$ cat src/rtl/cic3_row_readout.sv
// Filter-row capture into a 2-entry frame FIFO, serialised as {tag, data[, parity]} LSB first.
// Optional even-parity trailer bit is enabled by defining CIC3_ROW_PARITY_EN.
module cic3_row_readout #(
    parameter int NUM_FILTERS = 24,
    parameter int TAG_W       = 4
) (
    input  logic                   clk,
    input  logic                   reset,
    input  logic [NUM_FILTERS-1:0] filt_in,
    input  logic                   sample,
    input  logic                   clr_ovf,
    input  logic                   ser_ready,
    output logic                   ser_data,
    output logic                   ser_valid,
    output logic                   ser_sof,
    output logic                   overflow
);
    localparam int ENTRY_W = TAG_W + NUM_FILTERS;
    localparam int MAX_SEG = (NUM_FILTERS > TAG_W) ? NUM_FILTERS : TAG_W;
    localparam int CNT_W   = ($clog2(MAX_SEG) < 1) ? 1 : $clog2(MAX_SEG);

`ifdef CIC3_ROW_PARITY_EN
    localparam int SHR_W = ENTRY_W + 1;
    typedef enum logic [1:0] {IDLE, HDR, DATA, PAR} state_t;
`else
    localparam int SHR_W = ENTRY_W;
    typedef enum logic [1:0] {IDLE, HDR, DATA} state_t;
`endif

    logic [ENTRY_W-1:0] mem [2];
    logic               rd_ptr, wr_ptr;
    logic [1:0]         count;
    logic [TAG_W-1:0]   tag_cnt;
    logic [SHR_W-1:0]   shreg;
    logic [CNT_W-1:0]   bit_cnt;
    state_t             state, state_next;
    logic               xfer, last_bit, pop, push, drop, load;
    logic [ENTRY_W-1:0] load_entry;

    // Reorder an entry {tag, data} into transmit order: tag first, then data, then parity.
    function automatic logic [SHR_W-1:0] frame_of(input logic [ENTRY_W-1:0] entry);
`ifdef CIC3_ROW_PARITY_EN
        return {^entry, entry[NUM_FILTERS-1:0], entry[ENTRY_W-1 -: TAG_W]};
`else
        return {entry[NUM_FILTERS-1:0], entry[ENTRY_W-1 -: TAG_W]};
`endif
    endfunction

    assign ser_valid = (state != IDLE);
    assign ser_data  = ser_valid & shreg[0];
    assign ser_sof   = (state == HDR) && (bit_cnt == '0);
    assign xfer      = ser_valid & ser_ready;
`ifdef CIC3_ROW_PARITY_EN
    assign last_bit  = (state == PAR);
`else
    assign last_bit  = (state == DATA) && (bit_cnt == CNT_W'(NUM_FILTERS - 1));
`endif
    // The head entry stays in the FIFO until its last bit leaves, so a full FIFO
    // can still accept a sample on the cycle that frees a slot.
    assign pop  = xfer & last_bit;
    assign push = sample & ((count != 2'd2) | pop);
    assign drop = sample & (count == 2'd2) & ~pop;
    assign load_entry = (state == IDLE) ? mem[rd_ptr] : mem[~rd_ptr];

    always_comb begin
        state_next = state;
        load       = 1'b0;
        case (state)
            IDLE: begin
                if (count != 2'd0) begin
                    state_next = HDR;
                    load       = 1'b1;
                end
            end
            HDR: begin
                if (xfer && bit_cnt == CNT_W'(TAG_W - 1)) state_next = DATA;
            end
            DATA: begin
                if (xfer && bit_cnt == CNT_W'(NUM_FILTERS - 1)) begin
`ifdef CIC3_ROW_PARITY_EN
                    state_next = PAR;
`else
                    state_next = (count == 2'd2) ? HDR : IDLE;
                    load       = (count == 2'd2);
`endif
                end
            end
`ifdef CIC3_ROW_PARITY_EN
            PAR: begin
                if (xfer) begin
                    state_next = (count == 2'd2) ? HDR : IDLE;
                    load       = (count == 2'd2);
                end
            end
`endif
            default: state_next = IDLE;
        endcase
    end

    always_ff @(posedge clk) begin
        if (reset) begin
            state    <= IDLE;
            count    <= 2'd0;
            rd_ptr   <= 1'b0;
            wr_ptr   <= 1'b0;
            tag_cnt  <= '0;
            overflow <= 1'b0;
            shreg    <= '0;
            bit_cnt  <= '0;
        end else begin
            state <= state_next;
            count <= count + {1'b0, push} - {1'b0, pop};
            if (push) begin
                wr_ptr  <= ~wr_ptr;
                tag_cnt <= tag_cnt + TAG_W'(1);
            end
            if (pop) rd_ptr <= ~rd_ptr;
            if (drop) overflow <= 1'b1;
            else if (clr_ovf) overflow <= 1'b0;
            if (load) shreg <= frame_of(load_entry);
            else if (xfer) shreg <= shreg >> 1;
            if (load || (xfer && state_next != state)) bit_cnt <= '0;
            else if (xfer) bit_cnt <= bit_cnt + CNT_W'(1);
        end
    end

    // Storage only; occupancy is tracked by count and the pointers.
    always_ff @(posedge clk) begin
        if (!reset && push) mem[wr_ptr] <= {tag_cnt, filt_in};
    end

endmodule

$ cat config.mk
export PLATFORM = sky130hd
export DESIGN_NAME = cic3_row_readout
export DESIGN_NICKNAME = d
export VERILOG_FILES = /design/src/rtl/cic3_row_readout.sv
export SDC_FILE = /design/constraint.sdc
export NUM_CORES = 1
export LEC_CHECK = 0
export ABC_AREA = 0
export CAP_MARGIN = 25
export CORE_MARGIN = 2
export CORE_UTILIZATION = 51
export DETAILED_ROUTE_END_ITERATION = 7
export PLACE_DENSITY_LB_ADDON = 0.1
export SKIP_LAST_GASP = 1
export SYNTH_ARGS = -nofsm -noshare
export SYNTH_HDL_FRONTEND = slang
export SYNTH_SLANG_ARGS = --single-unit
$ cat constraint.sdc
create_clock -name clk -period 5.13 [get_ports clk]
set_input_delay 1.026 -clock clk [delete_from_list [all_inputs] [get_ports clk]]
set_output_delay 1.026 -clock clk [all_outputs]
set_load 0.01 [all_outputs]
==> reports/summary.md <==
- 16.0 µm — Wirelength per Cell
- 0.000201 V — maximum ir drop on the vdd rail
- 0% — share of flip-flops with an asynchronous set or reset
- 1800 ps — final setup slack of the worst path
- 4.59 mm — half-perimeter wire length after placement
- 32 — input/output buffers
- 16.9% — GRT Total Usage
- 3 — htree depth
- 30.6% — Slew Limit Headroom
- 13.7 µm² — post-synthesis area per instance
- 9.15% — simple-gate share of the synthesized area
- 33 — I/O pin cnt
- 0 — PostCTS Resize Cnt
- 26.7% — global routing usage on met2
- 7.30 mm — total wire length after detailed routing
- 10.4% — complex-gate fraction of the synthesized area
- 1730 ps — worst setup timing slack at the placement stage
- 4890 µm² — fin area
- 380 — number of nets at the end of the flow
- 0 — Post-CTS Setup Bufs
- 0 — hold violation count in the final report
- 11.9 mm — first-pass GRT wire length
- state[0] — critical path launch point
- 1.44% — adder and majority cell fraction of the synthesized area
- 0 — # DRC
- 0 — count of hold-fix buffers inserted at cts
- 4720 µm² — placed cell areas
- 630 ps — highest cell delay on the worst timing path
- 3330 ps — final worst path period need
- 59.4% — proportion of synthesized chip area in sequential cells
- 22.2% — fraction of layout cells with a size suffix above 1
- yes — clock tree from TritonCTS
- 44 — maximum number of pins on one net before global-route repair
- 2 — maximum number of buffers from clock root to sink
- 4 — number of search-and-repair iterations in the first detailed-routing pass
- 0 — Antenna Nets Post-Route
- 4100 ps — WP data required
- 0 — Syn. warnings
- 101 — flip-flop and latch count after synthesis
- register to output port — kind of critical path
- 0 — max-capacitance violation count
- sky130_fd_sc_hd__clkbuf_8 — Root Driver
- 0 — setup violation total in the final timing report
- 9280 µm² — Total Die Area
- sky130_fd_sc_hd__edfxtp_1 — cell taking the most area after synthesis
- register to register — hold crit path type
- 2,510 — total vias in the final route
- 90 ps — Worst-path clk slew
- tag_cnt[3] — critical hold path startpoint
- 360 ps — clock insertion delay at the later pin of the skew report
- 89 — detailed router's first-iteration violation count
- 701 — Filler Cell Count
- 38.7% — fraction of post-synthesis cell area in the top cell type by area
- 59.3% — fraction of the core area covered by cells at the end of the flow
- 64.8% — post-route clock period utilization
- met2 — gr busiest metal
- 101 — number of clock sinks
- 4350 µm² — mapped cell area
- 56 — number of synthesized flops with an enable pin
- 1.68 nW — static leakage
- sky130_fd_sc_hd__dfxtp_1 — worst-path cell with the longest stage delay
- multiplexers — main combinational cell family by area after synthesis
- 8260 µm² — area of the core region
- 5.50 — via count normalized by instance count
- 0 ps — summed negative setup slack over all endpoints
- completed — status
- 1.81% — xor and xnor fraction of the mapped netlist area
- 12 — top fanout value on the critical path
- 47 — count of unique library cells instantiated by Yosys
- 301 MHz — maximum clock rate
- register — kind of start point of the critical path
- false — RSZ-0062 raised after global routing
- 0.00182 W — sum of internal, switching and leakage power
- 0 — global-route congestion overflow total
- 3.05% — met3 track utilization from global routing
- 9 — CTS Buf Count
- 52.7% — Starting Density
- bit_cnt[1] — origin of the critical flop-to-flop path
- 1040 ps — Worst Max-Slew Pin Slew
- 15.1 ps — largest clock skew in the final design
- 12.6% — Area Growth Syn to Fin
- or4b_1, nor3b_1, clkdlybuf4s50_1 — chain of cells forming the critical path
- sky130_fd_sc_hd__edfxtp_1 — Post-synth top flop
- 2300 ps — Crit path arrival time
- 318 — gate count of the mapped netlist
- output port — Crit. End Element
- 23.2% — met1 global-route usage
- 96.3 µm — die width
- 13.7% — share of synthesized area spent on multiplexers
- 372 nW/µm² — Pwr Density
- 0 — number of antenna violations at the first check in global routing
- 0 — ant diodes
- 96.3 µm — Vert. Die Dim
- sky130_fd_sc_hd__edfxtp_1 39%, sky130_fd_sc_hd__dfxtp_1 21%, sky130_fd_sc_hd__mux2i_1 6.7% — cell types with the largest area share after synthesis
- 0 — Slew Viols, Final
- 2,374 — number of global-route vias before repair
- 33 — total number of placement rows
- 352 — Syn Nets
- 0.757 — Final Wtd Congestion
-- cells in the final DEF, fill, tap and decap left out, types with 2 or more instances in the layout --
cell	n
sky130_fd_sc_hd__edfxtp_1	56
sky130_fd_sc_hd__dfxtp_1	45
sky130_fd_sc_hd__clkdlybuf4s50_1	31
sky130_fd_sc_hd__nor3_1	29
sky130_fd_sc_hd__mux2i_1	29
sky130_fd_sc_hd__mux2_2	23
sky130_fd_sc_hd__a211oi_2	20
sky130_fd_sc_hd__nor2_1	15
sky130_fd_sc_hd__clkbuf_8	9
sky130_fd_sc_hd__a211oi_1	8
sky130_fd_sc_hd__buf_4	8
sky130_fd_sc_hd__inv_1	6
sky130_fd_sc_hd__a21oi_1	6
sky130_fd_sc_hd__xnor2_1	5
sky130_fd_sc_hd__ha_1	5
sky130_fd_sc_hd__mux2_1	4
sky130_fd_sc_hd__xor2_1	4
sky130_fd_sc_hd__nand3_1	3
sky130_fd_sc_hd__nand2b_1	3
sky130_fd_sc_hd__nand2_1	3
sky130_fd_sc_hd__nor2b_1	2
sky130_fd_sc_hd__nor3b_1	2
sky130_fd_sc_hd__and2_1	2
sky130_fd_sc_hd__or2_1	2
sky130_fd_sc_hd__or3_1	2
sky130_fd_sc_hd__inv_6	2
sky130_fd_sc_hd__clkinv_4	2
-- cells in the mapped netlist (3+ instances only) --
cell type and count:
sky130_fd_sc_hd__nand2_1 3, sky130_fd_sc_hd__clkbuf_1 7, sky130_fd_sc_hd__buf_2 8, sky130_fd_sc_hd__a211oi_2 20
sky130_fd_sc_hd__mux2i_1 29, sky130_fd_sc_hd__xnor2_1 5, sky130_fd_sc_hd__buf_6 5, sky130_fd_sc_hd__dfxtp_1 45
sky130_fd_sc_hd__mux2_1 4, sky130_fd_sc_hd__ha_1 5, sky130_fd_sc_hd__nor3_1 30, sky130_fd_sc_hd__nor3b_1 3
sky130_fd_sc_hd__xor2_1 4, sky130_fd_sc_hd__nand2b_1 3, sky130_fd_sc_hd__a211oi_1 8, sky130_fd_sc_hd__mux2_2 23
sky130_fd_sc_hd__a21oi_1 6, sky130_fd_sc_hd__inv_1 6, sky130_fd_sc_hd__nor2_1 15, sky130_fd_sc_hd__edfxtp_1 56
sky130_fd_sc_hd__nand3_1 3
-- worst max-delay path: cells and delay by family (launching register included) --
family / cells / cell delay (ps)
DFF: 1 / 630
buffers and inverters: 1 / 560
and+or+nand+nor: 2 / 760
-- per-stage QoR --
stage          hold WS, ps  std cells
6_report               492        456
5_1_grt                502        456
4_1_cts                488        456
3_5_place_dp           463        440
3_3_place_gp           452        440
2_1_floorplan          437        318
-- registers in the layout (all words and copies together), names as in the netlist, named ones only --
name	count
rd_ptr	1
count	2
overflow	1
bit_cnt	5
shreg	28
mem	56
wr_ptr	1
tag_cnt	4
state	2
-- kinds of logic (layout without fill, tap and decap cells) --
logic type,after synthesis,count (layout)
AOI/OAI and AO/OA,45,45
DFF,101,101
xor gates and xnor gates,9,9
and+or+nand+nor,72,72
muxes,56,56
adders and majority gates,5,5
buffers and inverters,30,63
-- path summary, 6_finish.rpt --
| check | end | slack, ps | cells past startpoint |
|---|---|---|---|
| worst max-delay path | ser_sof | 1800 | 3 |
| worst min-delay path | mem[1][27] | 490 | 0 |
| worst max register to register | shreg[9] | 2760 | 6 |
| worst min register to register | mem[1][27] | 490 | 0 |
-- routing by layer --
metal  part of all wire [%]  vias to the layer above
met5                      0                        -
met4                   0.96                        0
met3                    2.2                        6
met2                     48                       29
met1                     49                     1221
li1                       -                     1254
-- power breakdown --
part           internal [W]  switching, W  leakage (nW)  total [W]
clock              0.000181      0.000273        0.0872   0.000454
combinational      0.000190      0.000200         0.703   0.000390
sequential         0.000935     0.0000399         0.885   0.000975
-- layout make-up --
class | count | area (µm²) | share of cell area [%]
Sequential cell | 101 | 2580 | 52.8
Multi-Input combinational cell | 187 | 1600 | 32.8
Timing Repair Buffer | 40 | 375 | 7.67
Tap cell | 105 | 131 | 2.68
Clock buffer | 10 | 128 | 2.61
Clock inverter | 6 | 47.5 | 0.971
Inverter | 7 | 26.3 | 0.537
(Power assumes the default switching activity.)
